==> src/rtl/approx_mult_pkg.sv <==
// Shared types and elaboration helpers for the approximate multiplier pipeline.
// Mode encoding travels with every beat; the helpers size and sanity-check parameters.
package approx_mult_pkg;

    typedef enum logic {
        MODE_EXACT  = 1'b0,
        MODE_APPROX = 1'b1
    } mode_e;

    function automatic int default_acc_w(input int width);
        return 2 * width + 8;
    endfunction

    // Width of the low-column OR vector; a level of 0 still needs one (always-zero) bit.
    function automatic int low_w(input int l);
        return (l > 0) ? l : 1;
    endfunction

    function automatic bit params_legal(input int width, input int l, input int acc_w);
        return (width >= 4) && (width <= 32) &&
               (l >= 0) && (l <= 2 * width - 1) &&
               (acc_w >= 1);
    endfunction

endpackage

==> src/rtl/approx_pp_compress.sv <==
// Combinational partial-product generation: columns below L collapse to one OR bit each,
// the remaining bits are kept as a row-per-multiplier-bit matrix for later reduction.
module approx_pp_compress
    import approx_mult_pkg::*;
#(
    parameter int WIDTH = 8,
    parameter int L     = 6
) (
    input  logic [WIDTH-1:0]            x,
    input  logic [WIDTH-1:0]            y,
    output logic [low_w(L)-1:0]         low_or,
    output logic [WIDTH-1:0][WIDTH-1:0] pp_hi
);

    // Row i holds x & y[i] at weight 2^i; bit j of that row lands in column i+j.
    always_comb begin
        low_or = '0;
        pp_hi  = '0;
        for (int i = 0; i < WIDTH; i++) begin
            for (int j = 0; j < WIDTH; j++) begin
                if (i + j < L) begin
                    low_or[i + j] = low_or[i + j] | (x[j] & y[i]);
                end else begin
                    pp_hi[i][j] = x[j] & y[i];
                end
            end
        end
    end

endmodule

==> src/rtl/unsigned_approx_mult_pipe.sv <==
// Three-stage unsigned multiplier with a per-beat exact/approximate mode and
// saturating error statistics gathered on delivery of approximate beats.
module unsigned_approx_mult_pipe
    import approx_mult_pkg::*;
#(
    parameter int WIDTH = 8,
    parameter int L     = 6,
    parameter int ACC_W = default_acc_w(WIDTH)
) (
    input  logic               clk,
    input  logic               rst_n,
    input  logic               in_valid,
    output logic               in_ready,
    input  logic [WIDTH-1:0]   x,
    input  logic [WIDTH-1:0]   y,
    input  logic               mode,
    output logic [2*WIDTH-1:0] z,
    output logic               out_valid,
    input  logic               out_ready,
    input  logic               clr_stats,
    output logic [ACC_W-1:0]   err_acc,
    output logic [31:0]        approx_cnt
);

    localparam int PW    = 2 * WIDTH;
    localparam int LW    = low_w(L);
    localparam int SUM_W = ((ACC_W > PW) ? ACC_W : PW) + 1;
    localparam logic [SUM_W-1:0] ACC_MAX = SUM_W'({ACC_W{1'b1}});

    if (!params_legal(WIDTH, L, ACC_W)) begin : g_bad_params
        $error("unsigned_approx_mult_pipe: illegal WIDTH/L/ACC_W combination");
    end

    // Handshake: a beat moves in on a cycle with in_valid && in_ready and out on a cycle
    // with out_valid && out_ready. in_ready is low only when the output register is full
    // and not being drained; then every stage holds, so z/out_valid stay stable.
    logic advance;
    assign in_ready = !out_valid || out_ready;
    assign advance  = in_ready;

    // Stage 1 registers
    logic                            s1_valid;
    mode_e                           s1_mode;
    logic [LW-1:0]                   s1_low;
    logic [WIDTH-1:0][WIDTH-1:0]     s1_pp;
    logic [PW-1:0]                   s1_exact;

    // Stage 2 registers
    logic                            s2_valid;
    mode_e                           s2_mode;
    logic [LW-1:0]                   s2_low;
    logic [PW-1:0]                   s2_hi;
    logic [PW-1:0]                   s2_exact;

    // Stage 3 registers (z and out_valid are the ports themselves)
    mode_e                           s3_mode;
    logic [PW-1:0]                   s3_err;

    logic [LW-1:0]                   low_c;
    logic [WIDTH-1:0][WIDTH-1:0]     pp_c;
    logic [PW-1:0]                   exact_c;
    logic [PW-1:0]                   hi_c;
    logic [PW-1:0]                   approx_c;
    logic [PW-1:0]                   z_c;
    logic [PW-1:0]                   err_c;

    approx_pp_compress #(
        .WIDTH (WIDTH),
        .L     (L)
    ) u_compress (
        .x      (x),
        .y      (y),
        .low_or (low_c),
        .pp_hi  (pp_c)
    );

    assign exact_c = PW'(x) * PW'(y);

    // High-column reduction: sum the masked rows at their weights.
    always_comb begin
        hi_c = '0;
        for (int i = 0; i < WIDTH; i++) begin
            hi_c = hi_c + (PW'(s1_pp[i]) << i);
        end
    end

    // Every surviving high bit sits at column >= L, so the low L bits of s2_hi are zero
    // and adding the OR vector cannot carry; approx never exceeds exact.
    assign approx_c = s2_hi + PW'(s2_low);
    assign z_c      = (s2_mode == MODE_APPROX) ? approx_c : s2_exact;
    assign err_c    = s2_exact - approx_c;

    always_ff @(posedge clk or negedge rst_n) begin
        if (!rst_n) begin
            s1_valid  <= 1'b0;
            s1_mode   <= MODE_EXACT;
            s1_low    <= '0;
            s1_pp     <= '0;
            s1_exact  <= '0;
            s2_valid  <= 1'b0;
            s2_mode   <= MODE_EXACT;
            s2_low    <= '0;
            s2_hi     <= '0;
            s2_exact  <= '0;
            out_valid <= 1'b0;
            s3_mode   <= MODE_EXACT;
            s3_err    <= '0;
            z         <= '0;
        end else if (advance) begin
            s1_valid  <= in_valid;
            s1_mode   <= mode_e'(mode);
            s1_low    <= low_c;
            s1_pp     <= pp_c;
            s1_exact  <= exact_c;
            s2_valid  <= s1_valid;
            s2_mode   <= s1_mode;
            s2_low    <= s1_low;
            s2_hi     <= hi_c;
            s2_exact  <= s1_exact;
            out_valid <= s2_valid;
            s3_mode   <= s2_mode;
            s3_err    <= err_c;
            z         <= z_c;
        end
    end

    logic             deliver_approx;
    logic [SUM_W-1:0] err_sum;

    assign deliver_approx = out_valid && out_ready && (s3_mode == MODE_APPROX);
    assign err_sum        = SUM_W'(err_acc) + SUM_W'(s3_err);

    // A clear in the same cycle as a delivery discards that beat's contribution.
    always_ff @(posedge clk or negedge rst_n) begin
        if (!rst_n) begin
            err_acc    <= '0;
            approx_cnt <= '0;
        end else if (clr_stats) begin
            err_acc    <= '0;
            approx_cnt <= '0;
        end else if (deliver_approx) begin
            if (err_sum > ACC_MAX) begin
                err_acc <= '1;
            end else begin
                err_acc <= err_sum[ACC_W-1:0];
            end
            if (approx_cnt != '1) begin
                approx_cnt <= approx_cnt + 32'd1;
            end
        end
    end

endmodule

==> config.mk <==
export PLATFORM = sky130hd
export DESIGN_NAME = unsigned_approx_mult_pipe
export DESIGN_NICKNAME = d
export VERILOG_FILES = /design/src/rtl/approx_mult_pkg.sv /design/src/rtl/approx_pp_compress.sv /design/src/rtl/unsigned_approx_mult_pipe.sv
export SDC_FILE = /design/constraint.sdc
export NUM_CORES = 1
export LEC_CHECK = 0
export CORE_MARGIN = 8
export CORE_UTILIZATION = 35
export CTS_BUF_LIST = sky130_fd_sc_hd__clkbuf_8
export CTS_CLUSTER_DIAMETER = 200
export DETAILED_ROUTE_END_ITERATION = 7
export GPL_TIMING_DRIVEN = 0
export PLACE_DENSITY_LB_ADDON = 0.05
export SLEW_MARGIN = 10
export SYNTH_ARGS = -nofsm -noshare
export SYNTH_HDL_FRONTEND = slang
export SYNTH_SLANG_ARGS = --single-unit
==> constraint.sdc <==
create_clock -name clk -period 7.3 [get_ports clk]
set_clock_uncertainty 0.2 [all_clocks]
set_input_delay 0.73 -clock clk [delete_from_list [all_inputs] [get_ports clk]]
set_output_delay 0.73 -clock clk [all_outputs]
set_load 0.005 [all_outputs]
==> flow_metrics.env <==
export IMPL_critPathArrivalTime_ns=5.49
export IMPL_synth_top_family_by_area="adder cells"
export IMPL_p_per_area_nw_per_um2=355.5
export IMPL_synthArstFlopShare_pct=100.0
export IMPL_tightest_slew_ns=0.8996
export IMPL_ys_types=71
export IMPL_syn_mean_instance_area_um2=9.120
export IMPL_drive_gt1_share_pct=3.674
export IMPL_dpl_hpwl_um=27520
export IMPL_synth_simple_area_share_pct=19.17
export IMPL_synth_compound_area_share_pct=12.94
export IMPL_nNetsFinal=1662
export IMPL_finalPower_mw=5.151
export IMPL_vias=9809
export IMPL_cts_path_max_buffers=2
export IMPL_route_detailed_drc=0
export IMPL_clk_latency_ns=0.49
export IMPL_synth_flop_cell="dfrtp_1"
export IMPL_synthesis_area_um2=12480
export IMPL_ir_worst_vdd_mv=0.1335
export IMPL_ant_nets=0
export IMPL_routabilityCongestion=0.8412
export IMPL_critPathLaunchType="input port"
export IMPL_synth_mux_area_share_pct=1.284
export IMPL_cp_end_kind="flop"
export IMPL_slew_viol_final=0
export IMPL_antenna_found_initial=0
export IMPL_htree_levels=4
export IMPL_fin_tns_setup_ns=0
export IMPL_timing_fmax_mhz=188.3
export IMPL_period_needed_ns=5.312
export IMPL_wl_per_cell_um=18.12
export IMPL_grtUsageTotal_pct=17.20
export IMPL_syn_inst=1368
export IMPL_synthXorXnorAreaFrac_pct=3.931
export IMPL_yosys_area_share_adder_pct=19.28
export IMPL_post_dp_cell_area_um2=14060
export IMPL_yosysSeqAreaShare_pct=37.71
export IMPL_grt_pass1_wl_um=56260
export IMPL_die_x_um=204.8
export IMPL_period_share_pct=72.77
export IMPL_syn_nets=1545
export IMPL_clock_sinks=188
export IMPL_path_class="in -> reg"
export IMPL_routed_via_density=5.010
export IMPL_setup_viol_count_final=0
export IMPL_drt_iter0_markers=445
export IMPL_worstPathMaxFanout=8
export IMPL_ys_warn_count=0
export IMPL_maxSlewHeadroom_pct=40.02
export IMPL_dieArea_um2=41940
export IMPL_grt_pass1_vias=9887
export IMPL_numCtsBuffers=17
export IMPL_root_buffer="clkbuf_8"
export IMPL_grt_max_degree=81
export IMPL_wl_um=35480
export IMPL_syn2layout_area_growth_pct=16.14
export IMPL_synth_edf_count=0
export IMPL_ios=96
export IMPL_ys_ff_latch=188
export IMPL_start_util_pct=35.33
export IMPL_required_ns=7.47
export IMPL_final_util_pct=41.03
export IMPL_leakagePower_nw=6.801
export IMPL_final_area_um2=14490
export IMPL_first_pass_iters=5
export IMPL_fp_coreArea_um2=35310
export IMPL_cts_tree="done"
export IMPL_dieHeight_um=204.8
export IMPL_num_rows=69
export IMPL_antennaDiodeCount=0
export IMPL_grt_setup_unrepaired="no"
export IMPL_grt_ovfl_total=0
export IMPL_clk_pin_slew_ns=0.11
export IMPL_portBuffers=95
export IMPL_hold_viol=0
export IMPL_hold_path_class="reg -> reg"
export IMPL_status="finished, final reports clean"
export IMPL_cap_violations=0
==> routing by layer <==
metal	track usage [%]	vias to the layer above	routed length, µm
met3	2.736	28	1244
met1	23.22	4775	16990
met2	28.64	175	16800
met4	3.857	0	447
li1	-	4831	-
met5	0	-	0
==> worst max-delay path: stages <==
cell and delay (ns):
clkdlybuf4s50_1 0.75, nand2_1 0.19, fa_1 0.55, fa_1 0.57, inv_1 0.06, fa_1 0.54, inv_1 0.06, fa_1 0.53
inv_1 0.04, ha_1 0.33, o21a_1 0.12, o31a_1 0.13, o311a_1 0.36, o2111ai_1 0.27, a211o_1 0.17, o211ai_1 0.08
==> logic make-up after synthesis <==
kind of cell,after synthesis
simple gates,503
compound gates,265
flops,188
buf+inv,185
fa+ha+maj,155
xor+xnor,56
mux,16
==> power breakdown <==
group / internal, mW / switching (mW)
combinational: 1.19 / 1.66
clock: 0.349 / 0.414
sequential: 1.34 / 0.205
total: 2.87 / 2.28
==> worst paths after layout <==
| kind | start | to | slack [ns] | depth (start not counted) |
|---|---|---|---|---|
| worst min-delay path | s2_valid$_DFFE_PN0P_ | s2_valid$_DFFE_PN0P_ | 0.28 | 2 |
| min in group asynchronous | rst_n | err_acc[2]$_DFFE_PN0P_ | 0.50 | 2 |
| max in group asynchronous | rst_n | s1_pp[50]$_DFFE_PN0P_ | 5.30 | 4 |
| worst min register to register | s2_valid$_DFFE_PN0P_ | s2_valid$_DFFE_PN0P_ | 0.28 | 2 |
| worst max register to register | s1_pp[15]$_DFFE_PN0P_ | s2_hi[14]$_DFFE_PN0P_ | 2.57 | 16 |
| worst max-delay path | x[2] | s1_exact[15]$_DFFE_PN0P_ | 1.99 | 16 |
==> area by class of cell <==
type	count	area [µm²]
plain buffers	48	196.4
clock buffers	18	247.7
clock inverters	13	167.7
fillers	3605	20820
inverters	137	514.2
multi-input cells	995	7061
flip-flops and latches	188	4705
well taps	461	576.8
repair buffers	98	1021
==> per-stage QoR <==
stage	setup slack (ns)	instances	hold slack, ns
2_1_floorplan	2.573	1368	0.2300
4_1_cts	2.052	1958	0.2817
6_report	1.988	1958	0.2756
3_3_place_gp	-3.299	1924	0.2497
5_1_grt	1.861	1958	0.3049
3_5_place_dp	1.523	1926	0.2564
==> layout by cell type (no fill, tap or decap), drive strengths merged, types with 16 or more instances in the layout <==
cell type      synthesis  layout
inv                  137     141
clkbuf                39      57
o21ai                108     108
xor2                  25      25
nor3                  20      20
clkdlybuf4s50          0      94
xnor2                 31      31
nand2                238     238
a21oi                 68      68
ha                    93      93
nand3                 26      26
mux2i                 16      16
nor2                  80      80
and2                  57      57
dfrtp                188     188
fa                    62      62
==> flip-flops by register name, summed over array words and instances, names as in the netlist <==
signal      cells
s2_exact       15
s2_low          6
s2_valid        1
s1_low          6
s1_exact       15
s1_valid        1
s2_hi          10
approx_cnt     32
s1_pp          43
s2_mode         1
err_acc        24
s1_mode         1
out_valid       1
s3_mode         1
z              16
s3_err         15
==> cell usage after synthesis, types with 5 or more instances <==
cell type	number	area [µm²]
o31a_1	5	43.79
or3_1	15	93.84
clkbuf_1	39	146.4
fa_1	62	1241
o21bai_1	5	37.54
ha_1	93	1164
and4_1	5	43.79
nor3_1	19	95.09
nor2_1	79	296.5
nand4_1	12	75.07
a21oi_1	68	340.3
nor2b_1	7	43.79
xnor2_1	31	271.5
mux2i_1	16	160.2
a211oi_1	9	67.56
o211ai_1	6	45.04
a21o_1	14	105.1
and2_1	57	356.6
o21ai_0	106	530.5
nand3_1	26	130.1
or4_1	5	37.54
and3_1	6	37.54
xor2_1	25	219.0
inv_1	137	514.2
o21a_1	8	60.06
nor4_1	9	56.30
nand2_1	238	893.4
a31oi_1	7	43.79
nand2b_1	5	31.28
dfrtp_1	188	4705
==> repair_timing <==
action	4_1_cts	5_1_grt
resized for setup	0	0
endpoints found under the hold margin	36	0
setup buffers	0	0
hold buffers	1	0
No activity file was read; power rests on OpenSTA's default activity.
